**src/rtl/sev_seg_scan_driver_if.sv**
```systemverilog
// Bus bundle between the status/datapath logic and the seven-segment scan
// driver.
//   load       : one-cycle strobe that captures value/dp_in/blink_en
//   value      : packed hex nibbles; nibble 0 is the rightmost digit
//   dp_in      : decimal point enables, bit i is digit i (1 = lit)
//   blink_en   : per-digit blink enable
//   blank_lz   : leading-zero blanking enable (live, not latched)
//   seg        : segments gfedcba, active-low
//   dp         : decimal point, active-low
//   an         : digit anodes, active-low
//   frame_tick : one-cycle pulse at each frame wrap
// The master side drives the display data; the slave side is the driver.
interface sev_seg_scan_driver_if #(
  parameter int NUM_DIGITS = 4
);
  logic                    load;
  logic [4*NUM_DIGITS-1:0] value;
  logic [NUM_DIGITS-1:0]   dp_in;
  logic [NUM_DIGITS-1:0]   blink_en;
  logic                    blank_lz;
  logic [6:0]              seg;
  logic                    dp;
  logic [NUM_DIGITS-1:0]   an;
  logic                    frame_tick;

  modport master (
    output load, value, dp_in, blink_en, blank_lz,
    input  seg, dp, an, frame_tick
  );

  modport slave (
    input  load, value, dp_in, blink_en, blank_lz,
    output seg, dp, an, frame_tick
  );
endinterface

```
**src/rtl/sev_seg_scan_driver.sv**
```systemverilog
// Time-multiplexed seven-segment driver for NUM_DIGITS common-anode digits.
// Value updates are held in a pending register and only take effect at a
// frame boundary so a frame never shows a mix of old and new digits.
// Ports:
//   clk     : system clock
//   reset_n : asynchronous active-low reset
//   bus     : sev_seg_scan_driver_if slave (load/value/dp_in/blink_en/
//             blank_lz in; seg/dp/an/frame_tick out)
module sev_seg_scan_driver #(
  parameter int NUM_DIGITS   = 4,
  parameter int REFRESH_DIV  = 50000,
  parameter int BLINK_FRAMES = 64
) (
  input logic                  clk,
  input logic                  reset_n,
  sev_seg_scan_driver_if.slave bus
);

  localparam int CNT_W = $clog2(REFRESH_DIV);
  localparam int IDX_W = (NUM_DIGITS > 1) ? $clog2(NUM_DIGITS) : 1;
  localparam int BF_W  = (BLINK_FRAMES > 1) ? $clog2(BLINK_FRAMES) : 1;

  logic [CNT_W-1:0]        r_cnt;
  logic [IDX_W-1:0]        r_idx;
  logic [BF_W-1:0]         r_blink_cnt;
  logic                    r_blink_phase;

  logic                    r_pend_valid;
  logic [4*NUM_DIGITS-1:0] r_pend_val;
  logic [NUM_DIGITS-1:0]   r_pend_dp;
  logic [NUM_DIGITS-1:0]   r_pend_blink;

  logic [4*NUM_DIGITS-1:0] r_val;
  logic [NUM_DIGITS-1:0]   r_dp;
  logic [NUM_DIGITS-1:0]   r_blink;

  logic [6:0]              r_seg;
  logic                    r_dp_n;
  logic [NUM_DIGITS-1:0]   r_an;
  logic                    r_frame_tick;

  logic                    w_slot_wrap;
  logic                    w_frame;
  logic [NUM_DIGITS-1:0]   w_lz;
  logic [3:0]              w_nib;
  logic                    w_dp_bit;
  logic                    w_blink_bit;
  logic                    w_lz_bit;
  logic [6:0]              w_seg_n;
  logic                    w_dp_n;
  logic [NUM_DIGITS-1:0]   w_an;

  function automatic logic [6:0] hex_decode(input logic [3:0] nib);
    logic [6:0] s;
    case (nib)
      4'h0: s = 7'h40;  4'h1: s = 7'h79;  4'h2: s = 7'h24;  4'h3: s = 7'h30;
      4'h4: s = 7'h19;  4'h5: s = 7'h12;  4'h6: s = 7'h02;  4'h7: s = 7'h78;
      4'h8: s = 7'h00;  4'h9: s = 7'h10;  4'hA: s = 7'h20;  4'hB: s = 7'h03;
      4'hC: s = 7'h46;  4'hD: s = 7'h21;  4'hE: s = 7'h06;  default: s = 7'h0E;
    endcase
    return s;
  endfunction

  assign w_slot_wrap = (r_cnt == CNT_W'(REFRESH_DIV - 1));
  assign w_frame     = w_slot_wrap && (r_idx == IDX_W'(NUM_DIGITS - 1));

  // Slot prescaler and digit index.
  always_ff @(posedge clk or negedge reset_n) begin
    if (!reset_n) begin
      r_cnt <= '0;
      r_idx <= '0;
    end else if (w_slot_wrap) begin
      r_cnt <= '0;
      r_idx <= w_frame ? '0 : r_idx + IDX_W'(1);
    end else begin
      r_cnt <= r_cnt + CNT_W'(1);
    end
  end

  // Blink half-period counted in whole frames.
  always_ff @(posedge clk or negedge reset_n) begin
    if (!reset_n) begin
      r_blink_cnt   <= '0;
      r_blink_phase <= 1'b0;
    end else if (w_frame) begin
      if (r_blink_cnt == BF_W'(BLINK_FRAMES - 1)) begin
        r_blink_cnt   <= '0;
        r_blink_phase <= ~r_blink_phase;
      end else begin
        r_blink_cnt <= r_blink_cnt + BF_W'(1);
      end
    end
  end

  // Pending/committed pair. A load on the boundary edge bypasses pending
  // so the freshest value wins and nothing is left queued.
  always_ff @(posedge clk or negedge reset_n) begin
    if (!reset_n) begin
      r_pend_valid <= 1'b0;
      r_pend_val   <= '0;
      r_pend_dp    <= '0;
      r_pend_blink <= '0;
      r_val        <= '0;
      r_dp         <= '0;
      r_blink      <= '0;
    end else if (w_frame && bus.load) begin
      r_val        <= bus.value;
      r_dp         <= bus.dp_in;
      r_blink      <= bus.blink_en;
      r_pend_valid <= 1'b0;
    end else if (w_frame) begin
      if (r_pend_valid) begin
        r_val   <= r_pend_val;
        r_dp    <= r_pend_dp;
        r_blink <= r_pend_blink;
      end
      r_pend_valid <= 1'b0;
    end else if (bus.load) begin
      r_pend_val   <= bus.value;
      r_pend_dp    <= bus.dp_in;
      r_pend_blink <= bus.blink_en;
      r_pend_valid <= 1'b1;
    end
  end

  // Digit i is a leading zero when it and every higher nibble are zero;
  // digit 0 is never blanked.
  always_comb begin
    logic zero_run;
    zero_run = 1'b1;
    w_lz     = '0;
    for (int unsigned i = NUM_DIGITS; i > 1; i--) begin
      zero_run    = zero_run && (r_val[4*(i-1) +: 4] == 4'h0);
      w_lz[i-1]   = zero_run;
    end
  end

  always_comb begin
    w_nib       = '0;
    w_dp_bit    = 1'b0;
    w_blink_bit = 1'b0;
    w_lz_bit    = 1'b0;
    w_an        = '1;
    for (int unsigned i = 0; i < NUM_DIGITS; i++) begin
      if (r_idx == IDX_W'(i)) begin
        w_nib       = r_val[4*i +: 4];
        w_dp_bit    = r_dp[i];
        w_blink_bit = r_blink[i];
        w_lz_bit    = w_lz[i];
        w_an[i]     = 1'b0;
      end
    end

    w_seg_n = hex_decode(w_nib);
    if (bus.blank_lz && w_lz_bit) begin
      w_seg_n = '1;
    end
    w_dp_n = ~w_dp_bit;
    if (r_blink_phase && w_blink_bit) begin
      w_seg_n = '1;
      w_dp_n  = 1'b1;
    end

    // First cycle of every slot is dark so the previous digit does not ghost.
    if (r_cnt == '0) begin
      w_an    = '1;
      w_seg_n = '1;
      w_dp_n  = 1'b1;
    end
  end

  always_ff @(posedge clk or negedge reset_n) begin
    if (!reset_n) begin
      r_seg        <= '1;
      r_dp_n       <= 1'b1;
      r_an         <= '1;
      r_frame_tick <= 1'b0;
    end else begin
      r_seg        <= w_seg_n;
      r_dp_n       <= w_dp_n;
      r_an         <= w_an;
      r_frame_tick <= w_frame;
    end
  end

  assign bus.seg        = r_seg;
  assign bus.dp         = r_dp_n;
  assign bus.an         = r_an;
  assign bus.frame_tick = r_frame_tick;

endmodule

```
**src/flat_wrapper.sv**
```systemverilog
// flat-port wrapper written by rule: the top's interface ports become plain ports
module sev_seg_scan_driver_flat 
#(
  parameter int NUM_DIGITS   = 4,
  parameter int REFRESH_DIV  = 50000,
  parameter int BLINK_FRAMES = 64
)
  (clk, reset_n, bus_load, bus_value, bus_dp_in, bus_blink_en, bus_blank_lz, bus_seg, bus_dp, bus_an, bus_frame_tick);
  sev_seg_scan_driver_if #(.NUM_DIGITS(NUM_DIGITS)) bus_i ();
  input logic clk;
  input logic reset_n;
  input wire logic [$bits(bus_i.load)-1:0] bus_load;
  input wire logic [$bits(bus_i.value)-1:0] bus_value;
  input wire logic [$bits(bus_i.dp_in)-1:0] bus_dp_in;
  input wire logic [$bits(bus_i.blink_en)-1:0] bus_blink_en;
  input wire logic [$bits(bus_i.blank_lz)-1:0] bus_blank_lz;
  output wire logic [$bits(bus_i.seg)-1:0] bus_seg;
  output wire logic [$bits(bus_i.dp)-1:0] bus_dp;
  output wire logic [$bits(bus_i.an)-1:0] bus_an;
  output wire logic [$bits(bus_i.frame_tick)-1:0] bus_frame_tick;
  assign bus_i.load = bus_load;
  assign bus_i.value = bus_value;
  assign bus_i.dp_in = bus_dp_in;
  assign bus_i.blink_en = bus_blink_en;
  assign bus_i.blank_lz = bus_blank_lz;
  assign bus_seg = bus_i.seg;
  assign bus_dp = bus_i.dp;
  assign bus_an = bus_i.an;
  assign bus_frame_tick = bus_i.frame_tick;
  sev_seg_scan_driver #(.NUM_DIGITS(NUM_DIGITS), .REFRESH_DIV(REFRESH_DIV), .BLINK_FRAMES(BLINK_FRAMES)) u_core (.clk(clk), .reset_n(reset_n), .bus(bus_i));
endmodule
```
**config.mk**
```make
export PLATFORM = sky130hd
export DESIGN_NAME = sev_seg_scan_driver_flat
export DESIGN_NICKNAME = d
export VERILOG_FILES = /design/src/rtl/sev_seg_scan_driver_if.sv /design/src/rtl/sev_seg_scan_driver.sv /design/src/flat_wrapper.sv
export SDC_FILE = /design/constraint.sdc
export NUM_CORES = 1
export LEC_CHECK = 0
export ABC_AREA = 1
export BUFFER_PORTS_ARGS = -buffer_cell sky130_fd_sc_hd__buf_2
export CAP_MARGIN = 20
export CORE_ASPECT_RATIO = 1.25
export CORE_UTILIZATION = 54
export DETAILED_ROUTE_END_ITERATION = 16
export PLACE_DENSITY = 0.76
export SLEW_MARGIN = 20
export SYNTH_ARGS = -nofsm -noshare
export SYNTH_HDL_FRONTEND = slang
export SYNTH_SLANG_ARGS = --single-unit
```
**constraint.sdc**
```tcl
create_clock -name clk -period 1.9 [get_ports clk]
set_input_delay 0.38 -clock clk [delete_from_list [all_inputs] [get_ports clk]]
set_output_delay 0.38 -clock clk [all_outputs]
set_load 0.05 [all_outputs]
```
==> results of run 1 <==
==> final timing paths <==
check / startpoint / to / cells past startpoint
max in group asynchronous: reset_n / u_core.bus.seg[5]$_DFF_PN1_ / 3
worst max register to register: u_core.r_idx[1]$_DFFE_PN0N_ / u_core.bus.seg[3]$_DFF_PN1_ / 13
worst min register to register: u_core.r_pend_dp[0]$_DFFE_PN0P_ / u_core.r_pend_dp[0]$_DFFE_PN0P_ / 2
min in group asynchronous: reset_n / u_core.r_cnt[9]$_DFF_PN0_ / 2
worst min-delay path: bus_value[0] / u_core.r_pend_val[0]$_DFFE_PN0P_ / 3
worst max-delay path: u_core.r_idx[1]$_DFFE_PN0N_ / u_core.bus.seg[3]$_DFF_PN1_ / 13
==> cell usage after synthesis <==
master	instances
a21oi_1	11
a31oi_1	1
buf_1	2
buf_2	10
buf_4	4
buf_6	2
clkbuf_1	4
dfrtp_1	75
dfstp_2	12
ha_1	10
inv_1	67
inv_2	2
nand2_1	239
nand2_2	4
nand3_1	55
nand3b_1	3
nand4_1	5
nor2_1	85
nor2_8	1
nor3_1	12
nor3_2	1
nor3b_1	2
nor4_1	1
o211ai_1	1
o21ai_0	7
o21ai_1	1
o22ai_1	1
or2_2	6
xnor2_1	2
xor2_1	10
==> stage by stage <==
stage | hold slack (ns) | utilization, % | TNS (ns) | cell area, µm²
after floorplan | 0.0844 | - | 0 | 4650
after global placement | 0.255 | 61.2 | 0 | 5070
after detailed placement | 0.252 | 61.2 | -0.00894 | 5070
after CTS | 0.250 | 63.9 | 0 | 5290
after global routing | 0.254 | 66.5 | -0.161 | 5510
final | 0.255 | 66.5 | 0 | 5510
==> logic make-up after synthesis <==
group	Yosys count
buffers and inverters	91
AOI/OAI and AO/OA	22
xor gates and xnor gates	12
DFF	87
and+or+nand+nor	414
adders and majority gates	10
==> power groups by stage <==
stage	sequential (W)	clock (W)	combinational, W
after detailed placement	0.00196	0	0.000216
after floorplan	0.00195	0	0.000110
after global placement	0.00195	0	0.000212
after CTS	0.00192	0.00137	0.000218
final	0.00192	0.00134	0.000213
after global routing	0.00193	0.00145	0.000252
==> flip-flops by register name, indices dropped and copies added (netlist names), 2 cells and up <==
register and cells:
u_core.r_blink 4, u_core.r_pend_dp 4, u_core.bus.an 4, u_core.r_cnt 16, u_core.r_pend_val 16, u_core.r_pend_blink 4
u_core.r_blink_cnt 6, u_core.r_dp 4, u_core.r_val 16, u_core.bus.seg 7, u_core.r_idx 2
==> routing by layer <==
| layer | routed length, µm | vias to the layer above | track usage (%) |
|---|---|---|---|
| li1 | - | 2084 | - |
| met1 | 4440 | 1925 | 31.7 |
| met2 | 5220 | 118 | 43.4 |
| met3 | 375 | 22 | 3.05 |
| met4 | 256 | 0 | 11.1 |
| met5 | 0 | - | 0 |
==> tightest hold or removal path, cell delays in order <==
cell,delay [ns]
buf_2,0.09
nand3_1,0.07
nand2_1,0.06
==> area by class of cell <==
| cell class | instances | area [µm²] | area share (%) |
|---|---|---|---|
| Sequential cell | 87 | 2190 | 39.8 |
| Clock inverter | 5 | 56.3 | 1.02 |
| Multi-Input combinational cell | 458 | 2180 | 39.6 |
| Clock buffer | 11 | 151 | 2.75 |
| Tap cell | 97 | 121 | 2.20 |
| Timing Repair Buffer | 74 | 531 | 9.63 |
| Inverter | 69 | 274 | 4.97 |
==> what timing repair did <==
item,CTS,global route
hold endpoints to repair,13,0
gates resized for setup,5,34
endpoints found under the setup margin,3,54
setup buffers,0,10
pin swaps,0,8
hold buffers,1,0
==> metrics.md, run 1 <==
| Metric | Value |
|---|---|
| Max incr delay on CP | 0.47 ns |
| Initial antenna violation count | 0 |
| Pre-CTS WS | -0.00766 ns |
| Largest net degree at the start of global routing | 45 |
| Max-cap violations | 0 |
| Power consumption | 0.00347 W |
| CP max stage cell | dfrtp_2 |
| Max Transition Viols Final | 0 |
| Setup slack after layout | 0.0664 ns |
| Synth Area in Compound Gates | 2.48% |
| Synthesis Warnings | 0 |
| Net Sw Power | 0.000819 W |
| Comb pwr share | 6.1% |
| Largest family of logic cells by synthesized area | simple AND/OR/NAND/NOR gates |
| Crit path time final | 1.83 ns |
| Worst hold path class | primary input to flop |
| Filler cell count | 712 |
| Final Hold Vio Count | 0 |
| Synth Area in Simple Gates | 37.0% |
| CTS Buf Count | 9 |
| Mux cell area share after synthesis | 0% |
| Outcome | finished, violations left |
| # nets final | 737 |
| XOR/XNOR Fraction of Synth Area | 2.26% |
| Die ar. | 0.00897 mm² |
| Crit start category | flop |
| Most frequent cells in the layout | nand2_1 (234), nor2_1 (83), dfrtp_1 (73) |
| Final setup vio count | 0 |
| Routed vias/inst | 5.18 |
| I/O pin count | 41 |
| Die H | 106 µm |
| Sw Ratio | 23.6% |
| Slew headroom | 75.0% |
| Commonest non-fill, non-tap cell in the layout | nand2_1 |
| Critical Path Most Common Cell | nand2_1 |
| WL final | 10.3 mm |
| DRC | 4 |
| Worst-path clk slew | 0.09 ns |
| Critical-path cell list | inv_4, ha_4, buf_6, a21oi_2, nand2_1, nand3_2, nand2_4, inv_6, ha_4, inv_2, o21ai_1, nand2_1, nand2_1 |
| Seq/Total Area, Yosys | 47.2% |
| Clock buffer depth | 2 |
| Synth Area per Inst | 7.30 µm² |
| Clock Tree Root | clkbuf_8 |
| CP Capture Type | flop |
| Internal Pwr Total | 0.00266 W |
| Share of the synthesized area in the top cell type | 40.4% |
| Required @ worst endpoint | 2.21 ns |
| Placer congestion estimate | 0.913 |
| Vias | 4149 |
| Global route total overflow | 0 |
| Synth area leader | dfrtp_1 |
| Layout Cells excl Fill | 801 |
| Pwr dens | 630 mW/mm² |
| I/O Buffers | 40 |
| RSZ-0062 raised after global routing | true |
| Dpl hpwl | 7.24 mm |
| WP buf/inv | 4 |
| Crit path DAT | 2.14 ns |
| Clk_lat worst skew | 0.37 ns |
| Wire per inst | 12.8 µm |
| Leak pwr | 3.10 nW |
| Number of synthesized register bits | 87 |
| Share of cells above drive strength 1 | 20.2% |
| Crit path max fanout | 7 |
| Ant diodes | 0 |
| Fmax achieved | 545 MHz |
| First-pass DRT Iterations | 11 |
| Synth Cell Area | 0.00464 mm² |
| Syn nets | 674 |
| # clock sinks | 87 |
| Core Region | 0.00829 mm² |
| Synth top area cells | dfrtp_1 (40%), nand2_1 (19%), nor2_1 (6.9%) |
| CTS tree | built |
| Reg power frac | 55.3% |
| Row cnt | 37 |
| GRT Overall Usage | 25.2% |
| R2r setup slk | 0.07 ns |
| Adder-Cell Fraction of Synth Area | 2.70% |
| Clock power frac | 38.6% |
| Crit Path Category | flop to flop |
| Detail Route Antenna Nets | 0 |
| Worst slew pin tran | 0.375 ns |
| Peak supply drop | 0.484 mV |
| Synth cell types | 30 |
| Starting DRT DRC Count | 282 |
| DP Cell Count | 774 |
| First-pass GRT wire length | 17.8 mm |
| Failing checks | design-rule violations |
| Post-Syn Instances | 636 |
| Post-route clock skew | 0.0109 ns |
| Final worst path period share | 96.5% |
| CTS H-tree depth | 3 |
| Vias in the first global route | 3908 |
| Initial core utilization | 56.0% |
| Layout area overhead | 18.7% |
| Die X | 84.9 µm |
| Top cell family by delay on the critical path | flip-flops |
No activity file was read; power rests on OpenSTA's default activity.
==> inputs of run 2 (changes only) <==
--- a/config.mk
+++ b/config.mk
@@ -12,6 +12,7 @@
 export CORE_UTILIZATION = 54
 export DETAILED_ROUTE_END_ITERATION = 16
 export PLACE_DENSITY = 0.76
+export SETUP_SLACK_MARGIN = 0.2
 export SLEW_MARGIN = 20
 export SYNTH_ARGS = -nofsm -noshare
 export SYNTH_HDL_FRONTEND = slang
==> run 2 against run 1 <==
- the run still ends with design-rule violations left
- setup slack got worse by 0.023 ns
- largest cell class is now multi-input gates
- highest routed layer unchanged
- clock power rose by 9.7%
- clock-buffer cell count down 2
- combinational power is 41% higher
- largest power group unchanged
==> metrics.md, run 2 (synthesized netlist as in run 1, its figures left out) <==
| Metric | Value |
|---|---|
| Final worst path period share | 97.7% (was 96.5%) |
| R2r setup slk | 0.04 ns (was 0.07 ns) |
| DRC | 2 (was 4) |
| Worst slew pin tran | 0.714 ns (was 0.375 ns) |
| Reg power frac | 52.3% (was 55.3%) |
| Final setup vio count | 0 (unchanged) |
| Clock power frac | 39.6% (was 38.6%) |
| Required @ worst endpoint | 2.20 ns (was 2.21 ns) |
| Setup TNS | 0 ns (unchanged) |
| Worst-path clk slew | 0.10 ns (was 0.09 ns) |
| Power consumption | 0.00371 W (was 0.00347 W) |
| Worst hold path class | primary input to flop (unchanged) |
| Outcome | finished, violations left (unchanged) |
| Peak supply drop | 0.439 mV (was 0.484 mV) |
| Dpl hpwl | 7.40 mm (was 7.24 mm) |
| Placer congestion estimate | 0.951 (was 0.913) |
| Crit Path Category | flop to flop (unchanged) |
| Clk_lat worst skew | 0.36 ns (was 0.37 ns) |
| WL final | 14.2 mm (was 10.3 mm) |
| Reg2reg end | u_core.r_blink[1]$_DFFE_PN0P_ (was u_core.bus.seg[3]$_DFF_PN1_) |
| First-pass DRT Iterations | 11 (unchanged) |
| Net Sw Power | 0.000956 W (was 0.000819 W) |
| Initial antenna violation count | 0 (unchanged) |
| CTS Buf Count | 9 (unchanged) |
| I/O Buffers | 40 (unchanged) |
| Post-route clock skew | 0.0119 ns (was 0.0109 ns) |
| RSZ-0062 raised after global routing | true (unchanged) |
| # clock sinks | 87 (unchanged) |
| Die ar. | 0.00897 mm² (unchanged) |
| Commonest non-fill, non-tap cell in the layout | nand2_1 (unchanged) |
| Fmax achieved | 539 MHz (was 545 MHz) |
| Largest net degree at the start of global routing | 35 (was 45) |
| Sw Ratio | 25.7% (was 23.6%) |
| Share of cells above drive strength 1 | 37.3% (was 20.2%) |
| Failing checks | design-rule violations (unchanged) |
| Detail Route Antenna Nets | 0 (unchanged) |
| Row cnt | 37 (unchanged) |
| Starting DRT DRC Count | 396 (was 282) |
| Clock buffer depth | 2 (unchanged) |
| Max-cap violations | 0 (unchanged) |
| Die H | 106 µm (unchanged) |
| CTS tree | built (unchanged) |
| Pwr dens | 580 mW/mm² (was 630 mW/mm²) |
| FF-to-FF Start | u_core.r_idx[0]$_DFFE_PN0N_ (was u_core.r_idx[1]$_DFFE_PN0N_) |
| Filler cell count | 524 (was 712) |
| R2R depth | 10 (was 13) |
| Crit path max fanout | 8 (was 7) |
| Crit path DAT | 2.16 ns (was 2.14 ns) |
| CP Capture Type | flop (unchanged) |
| DP Cell Count | 768 (was 774) |
| Most frequent cells in the layout | nand2_1 (168), dfrtp_1 (74), nor2_1 (62) (was nand2_1 (234), nor2_1 (83), dfrtp_1 (73)) |
| Wire per inst | 17.1 µm (was 12.8 µm) |
| Max Transition Viols Final | 0 (unchanged) |
| Vias | 4714 (was 4149) |
| Global route total overflow | 0 (unchanged) |
| I/O pin count | 41 (unchanged) |
| Layout area overhead | 37.8% (was 18.7%) |
| End of the critical path | u_core.r_blink[1]$_DFFE_PN0P_ (was u_core.bus.seg[3]$_DFF_PN1_) |
| CTS H-tree depth | 3 (unchanged) |
| Ant diodes | 0 (unchanged) |
| Vias in the first global route | 4055 (was 3908) |
| Initial core utilization | 56.0% (unchanged) |
| First-pass GRT wire length | 17.9 mm (was 17.8 mm) |
| Final Hold Vio Count | 0 (unchanged) |
| Die X | 84.9 µm (unchanged) |
| Comb pwr share | 8.1% (was 6.1%) |
| Internal Pwr Total | 0.00276 W (was 0.00266 W) |
| Routed vias/inst | 5.70 (was 5.18) |
| Top Registers | u_core.r_cnt x16, u_core.r_pend_val x16, u_core.r_val x16 (unchanged) |
| Crit path from | u_core.r_idx[0]$_DFFE_PN0N_ (was u_core.r_idx[1]$_DFFE_PN0N_) |
| Core Region | 0.00829 mm² (unchanged) |
| Setup slack after layout | 0.0433 ns (was 0.0664 ns) |
| # nets final | 763 (was 737) |
| Leak pwr | 3.43 nW (was 3.10 nW) |
| Worst Hold Path Cells | 3 (unchanged) |
| Layout Cells excl Fill | 827 (was 801) |
| Core Util, Final | 77.2% (was 66.5%) |
| GRT Overall Usage | 25.1% (was 25.2%) |
| Slew headroom | 52.3% (was 75.0%) |
| Pre-CTS WS | -0.0165 ns (was -0.00766 ns) |
| Origin of the worst min-delay path | bus_value[15] (was bus_value[0]) |
| Clock Tree Root | clkbuf_8 (unchanged) |
| Crit path time final | 1.86 ns (was 1.83 ns) |
| Crit start category | flop (unchanged) |
==> run 2: cell types whose count changed in the layout (fill, tap and decap cells not counted), moves of 4 or more <==
cell	previous run	this run
buf_4	27	37
nand2_4	2	24
nand3_1	54	44
nor2_4	0	14
inv_1	59	52
inv_2	5	10
clkbuf_16	0	7
nor2_2	2	9
nand2_1	234	168
buf_6	2	6
nor2_1	83	62
nand3_2	1	11
nand2_2	7	50
==> run 2: cell type report <==
type	count	area, µm²	area share, %
Clock inverter	7	97.6	1.53
Tap cell	97	121	1.90
Clock buffer	9	124	1.94
Inverter	69	289	4.52
Sequential cell	87	2190	34.3
Multi-Input combinational cell	459	2680	41.9
Timing Repair Buffer	99	891	13.9
==> run 2: critical path: stages (launching register included) <==
cell     delay, ns
dfrtp_2       0.45
buf_6         0.12
ha_4          0.19
inv_8         0.05
buf_12        0.13
nor2_8        0.24
nand2_8       0.15
buf_6         0.15
nor2_2        0.08
nand2_1       0.11
nand2_1       0.10
==> run 2: through the flow <==
stage / hold WS, ns / area (µm²)
floorplan: 0.0844 / 4750
global placement: 0.326 / 5110
detailed placement: 0.333 / 5110
CTS: 0.263 / 5570
global route: 0.268 / 6390
finish: 0.261 / 6390
==> run 2: worst min path at each step <==
stage                                             end  slack [ns]
global placement           u_core.r_cnt[10]$_DFF_PN0_        0.33
floorplan             u_core.bus.frame_tick$_DFF_PN0_        0.08
CTS                  u_core.r_pend_val[9]$_DFFE_PN0P_        0.26
finish              u_core.r_pend_val[15]$_DFFE_PN0P_        0.26
detailed placement         u_core.r_cnt[10]$_DFF_PN0_        0.33
global route         u_core.r_pend_val[8]$_DFFE_PN0P_        0.27
==> run 2: power groups by stage <==
stage	Combinational [W]	Clock, W	Sequential, W
floorplan	0.000110	0	0.00195
global placement	0.000211	0	0.00195
detailed placement	0.000216	0	0.00196
CTS	0.000219	0.00145	0.00192
global route	0.000331	0.00154	0.00194
finish	0.000301	0.00147	0.00194
==> run 2: repair_timing <==
| item | in CTS | in global routing |
|---|---|---|
| endpoints found under the setup margin | 31 | 59 |
| cloned | 0 | 13 |
| hold endpoints to repair | 26 | 0 |
| pin swaps | 11 | 25 |
| resized for setup | 22 | 150 |
| setup buffers | 18 | 11 |
| hold buffers | 1 | 0 |
==> run 2: routing by layer <==
metal	share of wire (%)	up-vias	global-route usage [%]
met5	0	-	0
met4	5.6	0	13.8
met3	5.3	74	3.84
met2	51	228	42.1
met1	38	2277	31.1
li1	-	2135	-
==> inputs of run 3 (changes only) <==
--- a/config.mk
+++ b/config.mk
@@ -6,12 +6,12 @@
 export NUM_CORES = 1
 export LEC_CHECK = 0
 export ABC_AREA = 1
-export BUFFER_PORTS_ARGS = -buffer_cell sky130_fd_sc_hd__buf_2
 export CAP_MARGIN = 20
-export CORE_ASPECT_RATIO = 1.25
-export CORE_UTILIZATION = 54
+export CORE_ASPECT_RATIO = 1.4
+export CORE_UTILIZATION = 57
 export DETAILED_ROUTE_END_ITERATION = 16
-export PLACE_DENSITY = 0.76
+export DONT_BUFFER_PORTS = 1
+export PLACE_DENSITY = 0.75
 export SETUP_SLACK_MARGIN = 0.2
 export SLEW_MARGIN = 20
 export SYNTH_ARGS = -nofsm -noshare
==> run 3 against run 2 <==
- the flow finishes with violations (negative hold slack)
- fmax increased by 2.1%
- register-to-register slack improved by 0.04 ns
- die area decreased by 5.1%
- critical endpoint is now u_core.bus.seg[3]$_DFF_PN1_
- highest routed layer unchanged
==> metrics.md, run 3 (synthesized netlist as in run 1, its figures left out) <==
| Metric | Value |
|---|---|
| Die H | 109 µm (was 106 µm) |
| First-pass DRT Iterations | 6 (was 11) |
| Filler cell count | 615 (was 524) |
| First-pass GRT wire length | 18.0 mm (was 17.9 mm) |
| CTS Buf Count | 9 (unchanged) |
| Post-route clock skew | 0.0138 ns (was 0.0119 ns) |
| Required @ worst endpoint | 2.22 ns (was 2.20 ns) |
| DP Cell Count | 732 (was 768) |
| Peak supply drop | 0.638 mV (was 0.439 mV) |
| Detail Route Antenna Nets | 0 (unchanged) |
| Placer congestion estimate | 0.958 (was 0.951) |
| Crit Path Category | flop to flop (unchanged) |
| GRT Overall Usage | 27.2% (was 25.1%) |
| # clock sinks | 87 (unchanged) |
| Final setup vio count | 0 (unchanged) |
| Initial core utilization | 59.5% (was 56.0%) |
| Crit path DAT | 2.13 ns (was 2.16 ns) |
| Vias | 4240 (was 4714) |
| DRC | 0 (was 2) |
| Crit start category | flop (unchanged) |
| Final hold slack | -0.311 ns (was 0.261 ns) |
| Layout Cells excl Fill | 776 (was 827) |
| Commonest non-fill, non-tap cell in the layout | nand2_1 (unchanged) |
| Worst-path clk slew | 0.09 ns (was 0.10 ns) |
| Leak pwr | 3.05 nW (was 3.43 nW) |
| I/O Buffers | 0 (was 40) |
| Core Util, Final | 72.2% (was 77.2%) |
| Vias in the first global route | 4031 (was 4055) |
| WL met2 | 6.46 mm (was 7.27 mm) |
| Crit path time final | 1.82 ns (was 1.86 ns) |
| Multi-input logic area | 0.00234 mm² (was 0.00268 mm²) |
| Clk_lat worst skew | 0.37 ns (was 0.36 ns) |
| Die X | 78.3 µm (was 84.9 µm) |
| WL final | 12.1 mm (was 14.2 mm) |
| Clock Tree Root | clkbuf_8 (unchanged) |
| Final Hold Vio Count | 87 (was 0) |
| Layout area overhead | 21.3% (was 37.8%) |
| Final worst path period share | 95.7% (was 97.7%) |
| CTS tree | built (unchanged) |
| Ant diodes | 0 (unchanged) |
| Max incr delay on CP | 0.47 ns (was 0.45 ns) |
| Row cnt | 38 (was 37) |
| Starting DRT DRC Count | 243 (was 396) |
| CP Capture Type | flop (unchanged) |
| Global route total overflow | 0 (unchanged) |
| I/O pin count | 41 (unchanged) |
| Die ar. | 0.00851 mm² (was 0.00897 mm²) |
| Outcome | finished, violations left (unchanged) |
| Max-cap violations | 0 (unchanged) |
| Crit path max fanout | 6 (was 8) |
| Met1 WL | 4.58 mm (was 5.35 mm) |
| Clock buffer depth | 2 (unchanged) |
| Worst slew pin tran | 0.471 ns (was 0.714 ns) |
| Max Transition Viols Final | 0 (unchanged) |
| Worst hold path class | primary input to async pin (was primary input to flop) |
| Highest Signal Layer | met4 (unchanged) |
| Core Region | 0.00780 mm² (was 0.00829 mm²) |
| Fmax achieved | 550 MHz (was 539 MHz) |
| Failing checks | negative hold slack (was design-rule violations) |
| # nets final | 709 (was 763) |
| Most frequent cells in the layout | nand2_1 (229), nor2_1 (76), dfrtp_1 (74) (was nand2_1 (168), dfrtp_1 (74), nor2_1 (62)) |
| WP buf/inv | 3 (was 4) |
| Pwr dens | 616 mW/mm² (was 580 mW/mm²) |
| RSZ-0062 raised after global routing | true (unchanged) |
| CP max stage cell | dfrtp_2 (unchanged) |
| Critical-path cell list | ha_4, inv_4, nand3_2, nand2_2, nand3_4, nand2_4, inv_4, ha_4, inv_2, o21ai_2, nand2_1, nand2_1 (was buf_6, ha_4, inv_8, buf_12, nor2_8, nand2_8, buf_6, nor2_2, nand2_1, nand2_1) |
| Top Registers | u_core.r_cnt x16, u_core.r_pend_val x16, u_core.r_val x16 (unchanged) |
| Met3 routed WL | 649 µm (was 757 µm) |
| Wire per inst | 15.6 µm (was 17.1 µm) |
| Slew headroom | 68.6% (was 52.3%) |
| Register area | 0.00219 mm² (unchanged) |
| Share of cells above drive strength 1 | 20.9% (was 37.3%) |
| CTS H-tree depth | 3 (unchanged) |
| Top cell family by delay on the critical path | simple AND/OR/NAND/NOR gates (unchanged) |
| Initial antenna violation count | 0 (unchanged) |
| Dpl hpwl | 7.02 mm (was 7.40 mm) |
| Largest net degree at the start of global routing | 88 (was 35) |
| Routed vias/inst | 5.46 (was 5.70) |
[run 3: final timing paths]
path                                                          from                                 end  slack [ns]  cells past startpoint
worst max-delay path                   u_core.r_idx[0]$_DFFE_PN0N_         u_core.bus.seg[3]$_DFF_PN1_        0.08                     12
worst min-delay path                                       reset_n   u_core.r_blink_cnt[0]$_DFFE_PN0P_       -0.31                      0
worst max register to register         u_core.r_idx[0]$_DFFE_PN0N_         u_core.bus.seg[3]$_DFF_PN1_        0.08                     12
worst min register to register  u_core.r_pend_blink[1]$_DFFE_PN0P_  u_core.r_pend_blink[1]$_DFFE_PN0P_        0.48                      2
max in group asynchronous                                  reset_n          u_core.bus.an[2]$_DFF_PN1_        2.02                      0
min in group clk                                     bus_value[15]   u_core.r_pend_val[15]$_DFFE_PN0P_        0.14                      2
[run 3: cell type report]
cell class | count | share of cell area [%]
tap | 100 | 2.22
clock buffer | 11 | 2.69
inverter | 69 | 5.09
sequential | 87 | 39.0
multi-input combinational | 459 | 41.5
timing repair buffer | 45 | 8.40
clock inverter | 5 | 1.11
[run 3: per-stage QoR]
stage / area [µm²] / setup slack, ns / total power, W / TNS [ns]
after floorplan: 4750 / 0.157 / 0.00206 / 0
after global placement: 4890 / 0.0771 / 0.00207 / 0
after detailed placement: 4890 / -0.0266 / 0.00208 / -0.0390
after CTS: 5330 / 0.0915 / 0.00345 / 0
after global routing: 5630 / -0.00768 / 0.00356 / -0.0132
final: 5630 / 0.0820 / 0.00347 / 0
[run 3: what timing repair did]
| item | 4_1_cts | 5_1_grt |
|---|---|---|
| pin swaps | 11 | 18 |
| buffers inserted | 18 | 5 |
| cloned | 0 | 5 |
| endpoints found under the hold margin | 87 | 87 |
| resized for setup | 24 | 38 |
| setup endpoints to repair | 55 | 63 |
[run 3: where the power goes]
group          internal, W  switching, W
sequential         0.00190     0.0000234
combinational    0.0000649     0.0000785
clock             0.000689      0.000716
[run 3: layer usage]
layer	global-route usage, %	vias up
li1	-	2023
met2	47.7	186
met1	31.6	1988
met5	0	-
met3	5.44	43
met4	13.6	0
